===== src/rtl/quantum_pkg.sv =====
// Shared definitions for the quantum gate-program sequencer: opcodes,
// instruction field layout and the sequencer state encoding.
package quantum_pkg;

  localparam int INSTR_W = 7;
  localparam int OP_MSB  = 6;
  localparam int OP_LSB  = 4;
  localparam int Q1_MSB  = 3;
  localparam int Q1_LSB  = 2;
  localparam int Q2_MSB  = 1;
  localparam int Q2_LSB  = 0;

  localparam logic [2:0] OP_H    = 3'b000;
  localparam logic [2:0] OP_X    = 3'b001;
  localparam logic [2:0] OP_CNOT = 3'b010;
  localparam logic [2:0] OP_NOP  = 3'b011;
  localparam logic [2:0] OP_HALT = 3'b111;

  typedef enum logic [1:0] {
    IDLE = 2'd0,
    INIT = 2'd1,
    RUN  = 2'd2,
    DONE = 2'd3
  } seq_state_t;

  // Only real gates count towards gate_count; 011-110 pass through as NOPs.
  function automatic logic is_gate(input logic [2:0] op);
    return (op == OP_H) || (op == OP_X) || (op == OP_CNOT);
  endfunction

endpackage


===== src/rtl/quantum_prog_mem.sv =====
// Program store: PROG_DEPTH x 7-bit register array, synchronous write,
// asynchronous read, no reset so the program survives reset_n.
module quantum_prog_mem
  import quantum_pkg::*;
#(
  parameter int PROG_DEPTH = 16,
  parameter int ADDR_W     = $clog2(PROG_DEPTH)
) (
  input  logic               clk,
  input  logic               we,
  input  logic [ADDR_W-1:0]  waddr,
  input  logic [INSTR_W-1:0] wdata,
  input  logic [ADDR_W-1:0]  raddr,
  output logic [INSTR_W-1:0] rdata
);

  logic [INSTR_W-1:0] mem [PROG_DEPTH];

  always_ff @(posedge clk) begin
    if (we) mem[waddr] <= wdata;
  end

  assign rdata = mem[raddr];

endmodule


===== src/rtl/quantum_sequencer.sv =====
// Gate-program sequencer: pulses core_reset, then streams the stored program
// to quantum_core one word per clock until HALT or the last slot.
// Optional single-step mode (adds input step) is enabled by QSEQ_SINGLE_STEP_EN.
module quantum_sequencer
  import quantum_pkg::*;
#(
  parameter int PROG_DEPTH = 16,
  parameter int ADDR_W     = $clog2(PROG_DEPTH),
  parameter int CNT_W      = 8
) (
  input  logic               clk,
  input  logic               reset_n,
  input  logic               prog_we,
  input  logic [ADDR_W-1:0]  prog_addr,
  input  logic [INSTR_W-1:0] prog_data,
  input  logic               start,
  input  logic               abort,
`ifdef QSEQ_SINGLE_STEP_EN
  input  logic               step,
`endif
  output logic               core_reset,
  output logic [2:0]         core_opcode,
  output logic [1:0]         core_qubit1,
  output logic [1:0]         core_qubit2,
  output logic               busy,
  output logic               done,
  output logic               prog_err,
  output logic [CNT_W-1:0]   gate_count,
  output seq_state_t         state_dbg
);

  // Handshake: start and abort are sampled every rising edge; start acts only
  // in IDLE without abort, abort acts only in INIT/RUN. No ready/ack is returned.
  seq_state_t         state, state_nxt;
  logic [ADDR_W-1:0]  pc, pc_nxt;
  logic               last, last_nxt;
  logic               core_reset_nxt, busy_nxt, done_nxt;
  logic [2:0]         op_nxt;
  logic [1:0]         q1_nxt, q2_nxt;
  logic [CNT_W-1:0]   cnt_nxt;
  logic [INSTR_W-1:0] word;
  logic [2:0]         word_op;
  logic               running, adv, mem_we;

`ifdef QSEQ_SINGLE_STEP_EN
  assign adv = step;
`else
  assign adv = 1'b1;
`endif

  assign running   = (state == INIT) || (state == RUN);
  assign mem_we    = prog_we && !running;
  assign word_op   = word[OP_MSB:OP_LSB];
  assign state_dbg = state;

  quantum_prog_mem #(
    .PROG_DEPTH(PROG_DEPTH),
    .ADDR_W    (ADDR_W)
  ) u_mem (
    .clk  (clk),
    .we   (mem_we),
    .waddr(prog_addr),
    .wdata(prog_data),
    .raddr(pc),
    .rdata(word)
  );

  // Outputs are registered from the state being entered, so each RUN cycle
  // shows mem[pc] fetched at the preceding edge; last marks a terminal word.
  always_comb begin
    state_nxt      = state;
    pc_nxt         = pc;
    last_nxt       = 1'b0;
    core_reset_nxt = 1'b0;
    busy_nxt       = 1'b0;
    done_nxt       = 1'b0;
    op_nxt         = OP_NOP;
    q1_nxt         = 2'b00;
    q2_nxt         = 2'b00;
    cnt_nxt        = gate_count;
    case (state)
      IDLE: begin
        if (start && !abort) begin
          state_nxt      = INIT;
          pc_nxt         = '0;
          cnt_nxt        = '0;
          core_reset_nxt = 1'b1;
          busy_nxt       = 1'b1;
        end
      end
      INIT, RUN: begin
        if (abort) begin
          state_nxt = IDLE;
        end else if ((state == RUN) && last) begin
          state_nxt = DONE;
          done_nxt  = 1'b1;
        end else begin
          state_nxt = RUN;
          busy_nxt  = 1'b1;
          if (adv) begin
            if (word_op == OP_HALT) begin
              last_nxt = 1'b1;
            end else begin
              op_nxt = word_op;
              q1_nxt = word[Q1_MSB:Q1_LSB];
              q2_nxt = word[Q2_MSB:Q2_LSB];
              if (is_gate(word_op) && (gate_count != '1)) cnt_nxt = gate_count + 1'b1;
              if (&pc) last_nxt = 1'b1;
              else     pc_nxt   = pc + 1'b1;
            end
          end
        end
      end
      DONE: state_nxt = IDLE;
      default: state_nxt = IDLE;
    endcase
  end

  always_ff @(posedge clk or negedge reset_n) begin
    if (!reset_n) begin
      state       <= IDLE;
      pc          <= '0;
      last        <= 1'b0;
      core_reset  <= 1'b0;
      core_opcode <= OP_NOP;
      core_qubit1 <= 2'b00;
      core_qubit2 <= 2'b00;
      busy        <= 1'b0;
      done        <= 1'b0;
      prog_err    <= 1'b0;
      gate_count  <= '0;
    end else begin
      state       <= state_nxt;
      pc          <= pc_nxt;
      last        <= last_nxt;
      core_reset  <= core_reset_nxt;
      core_opcode <= op_nxt;
      core_qubit1 <= q1_nxt;
      core_qubit2 <= q2_nxt;
      busy        <= busy_nxt;
      done        <= done_nxt;
      gate_count  <= cnt_nxt;
      if (prog_we && running) prog_err <= 1'b1;
    end
  end

endmodule


===== config.mk =====
export PLATFORM = sky130hd
export DESIGN_NAME = quantum_sequencer
export DESIGN_NICKNAME = d
export VERILOG_FILES = /design/src/rtl/quantum_pkg.sv /design/src/rtl/quantum_prog_mem.sv /design/src/rtl/quantum_sequencer.sv
export SDC_FILE = /design/constraint.sdc
export NUM_CORES = 1
export LEC_CHECK = 0
export ABC_CLOCK_PERIOD_IN_PS = 6600
export CAP_MARGIN = 20
export CORE_MARGIN = 3
export CORE_UTILIZATION = 55
export DETAILED_ROUTE_END_ITERATION = 10
export PLACE_DENSITY = 0.74
export SYNTH_ARGS = -nofsm -noshare
export SYNTH_HDL_FRONTEND = slang
export SYNTH_SLANG_ARGS = --single-unit

===== constraint.sdc =====
create_clock -name clk -period 6.6 [get_ports clk]
set_input_delay 0.99 -clock clk [delete_from_list [all_inputs] [get_ports clk]]
set_output_delay 0.99 -clock clk [all_outputs]
set_load 0.05 [all_outputs]

==> impl_metrics.tcl <==
set metrics [dict create \
    min_period_over_period_pct 46.29 \
    core_um2 9955 \
    critPathCaptureType "flop" \
    grt_pass1_vias 3323 \
    vias_per_cell 6.109 \
    cts_tree "done" \
    fmax_mhz 327.3 \
    path_clk_slew_ns 0.06 \
    crit_required_ns 6.73 \
    ctsHoldBuffers 0 \
    place_area_um2 6205 \
    dp_hpwl_um 7031 \
    synth_nets 347 \
    wl_per_cell_um 22.00 \
    synth.ff_latch_count 138 \
    start_util_pct 57.47 \
    finalInstanceArea_um2 6803 \
    gp_congestion 0.7872 \
    rows 36 \
    final_max_slew_viol_count 0 \
    worst-path-max-fanout 17 \
    synth-edff-count 112 \
    p_leak_nw 2.323 \
    num-nets-final 393 \
    power_mw 2.896 \
    place_ws_ns 3.328 \
    die_x_um 108.0 \
    pwr-share-comb_pct 30.1 \
    syn_inst 326 \
    fin_skew_ns 0.006256 \
    rsz0062_at_grt "no" \
    antenna_cells 0 \
    clock_latency_ns 0.51 \
    ys_types 50 \
    async_flop_share_pct 18.84 \
    switching_share_pct 32.05 \
    synth_top_cell_by_area "edfxtp_1" \
    drc 0 \
    fin_crit_ns 3.055 \
    hold_viol 0 \
    synth_warnings 0 \
    numClockSinks 138 \
    power.internal_mw 1.968 \
    clkPwrFrac_pct 32.8 \
    synth_area_um2 5720 \
    grt_max_degree 34 \
    n_fill_cell 659 \
    pin_count 37 \
    netlist_top_cells_area "edfxtp_1 59%, mux4_2 11%, dfrtp_1 10%" \
    antenna_found_initial 0 \
    timing_worst_setup_path_type "reg -> reg" \
    die_height_um 108.0 \
    port_buffers 36 \
    ys_seq_area_share_pct 70.21 \
    cts-resized-gates 0 \
    switchingPower_mw 0.9282 \
    area_growth_pct 18.92 \
    layout-drive-gt1-share_pct 20.63 \
    startpoint_type "flop" \
    tightest_slew_ns 0.9959 \
    synth.top_cell.area_share_pct 58.79 \
    finish.utilization_pct 68.34 \
    track_usage_pct 21.90 \
    status "completed" \
    power_frac_seq_pct 37.1 \
    grt.overflow.total 0 \
    drt_iter0_drc 251 \
    setup_ws_ns 3.545 \
    powerDensity_nw_per_um2 425.7 \
    detail-route-antenna-nets 0 \
    hp-class "reg -> reg" \
    wl_um 11350 \
    vias 3152 \
    die_area_um2 11660 \
    avgSynthCellArea_um2 17.55 \
    post-cts-setup-buffer-count 0 \
    finalSetupViolations 0 \
    max_cap_viol_count 0 \
    worstPathArrival_ns 3.19 \
    ir_drop_uv 202.4 \
    synth_ff_type "edfxtp_1" \
    drtPass1Iterations 4 \
    finalSetupTns_ns 0 \
    clk_path_buf_depth 2 \
    relSlewSlack_pct 33.10 \
    cts_buffers 17 \
    grt_pass1_wl_um 18390 \
    htreeDepth 4 \
    clockRootBuffer "clkbuf_8" \
]
-- kinds of logic after synthesis --
group / Yosys count / share of synthesized area, %
flip-flops: 138 / 70.21
adder cells (fa/ha/maj): 5 / 1.094
buffers and inverters: 21 / 2.034
AO/OA/AOI/OAI: 39 / 5.578
multiplexers: 33 / 12.97
AND/OR/NAND/NOR: 90 / 8.115
-- registers in the layout, summed over array words and instances (netlist names), 2 cells and up --
register and cells:
u_mem.mem 112, pc 4, core_qubit1 2, core_opcode 3, core_qubit2 2, gate_count 8
state_dbg 2
-- worst max-delay path: stages, from the launching register on --
cell and delay (ns):
dfrtp_1 0.39, inv_1 0.09, ha_1 0.51, inv_1 0.30, nand2_1 0.12, or3b_2 0.50, nor3_1 0.76
-- per-stage QoR --
| stage | cells | hold WS, ns |
|---|---|---|
| floorplan | 326 | 0.5281 |
| global placement | 484 | 0.4425 |
| detailed placement | 485 | 0.4576 |
| CTS | 515 | 0.4706 |
| global route | 516 | 0.4822 |
| finish | 516 | 0.4635 |
-- cell usage after synthesis (all sizes together) (2+ instances only) --
master  count
edfxtp    112
mux4       32
dfrtp      24
nand2      21
nor2       21
nor3       12
a22oi       8
buf         8
inv         8
nand3       6
o21ai       6
a21oi       5
a31oi       5
clkbuf      5
ha          5
nor3b       5
and3        4
nand2b      4
and2        3
nand4       3
or2         3
a211oi      2
a21o        2
a221o       2
a31o        2
a32o        2
dfstp       2
nor2b       2
-- path summary, 6_finish.rpt --
path	start	depth (start not counted)	slack [ns]	endpoint
setup / recovery	state_dbg[0]$_DFFE_PN0P_	6	3.54	u_mem.mem[4][3]$_DFFE_PP_
hold / removal	prog_err$_DFFE_PN0P_	1	0.46	prog_err$_DFFE_PN0P_
setup reg to reg	state_dbg[0]$_DFFE_PN0P_	6	3.54	u_mem.mem[4][3]$_DFFE_PP_
hold reg to reg	prog_err$_DFFE_PN0P_	1	0.46	prog_err$_DFFE_PN0P_
max in group asynchronous	reset_n	2	5.31	core_opcode[1]$_DFF_PN1_
min in group asynchronous	reset_n	1	0.78	gate_count[5]$_DFFE_PN0P_
-- cell usage in the layout, fill, tap and decap left out, drive strengths merged, types with 2 or more instances in the layout --
cell type,netlist,routed
inv,8,9
nand2b,4,4
clkinvlp,0,2
bufinv,0,4
dfrtp,24,24
a211oi,2,2
a31oi,5,5
clkdlybuf4s50,0,36
a22oi,8,8
clkinv,0,5
nand3,6,6
nor3b,5,5
a31o,2,2
and2,3,3
clkbuf,5,18
ha,5,5
nand2,21,21
and3,4,4
nor2b,2,2
a21oi,5,5
dfstp,2,2
a221o,2,2
or2,3,3
a21o,2,2
a32o,2,2
nand4,3,3
nor3,12,12
edfxtp,112,112
mux4,32,32
nor2,21,21
o21ai,6,6
buf,8,4
-- layout make-up --
type / count / area (um^2) / area share [%]
flip-flops and latches: 138 / 4018 / 59.06
multi-input cells: 167 / 1588 / 23.34
clock buffers: 18 / 417.9 / 6.143
repair buffers: 40 / 407.9 / 5.996
clock inverters: 12 / 175.2 / 2.575
well taps: 133 / 166.4 / 2.446
inverters: 8 / 30.03 / 0.4414
-- power by group through the flow --
| stage | sequential, mW | clock (mW) | combinational, mW |
|---|---|---|---|
| global placement | 1.09 | 0 | 0.861 |
| finish | 1.07 | 0.951 | 0.871 |
| global route | 1.09 | 1.01 | 0.933 |
| floorplan | 1.25 | 0 | 0.485 |
| CTS | 1.07 | 0.964 | 0.877 |
| detailed placement | 1.09 | 0 | 0.870 |
-- routing by layer --
| metal | vias up | track usage (%) | part of all wire, % |
|---|---|---|---|
| met1 | 1605 | 29.03 | 41 |
| met3 | 10 | 5.373 | 6.6 |
| li1 | 1403 | - | - |
| met2 | 134 | 35.35 | 51 |
| met4 | 0 | 8.837 | 1.3 |
| met5 | - | 0 | 0 |
(Power assumes the default switching activity.)
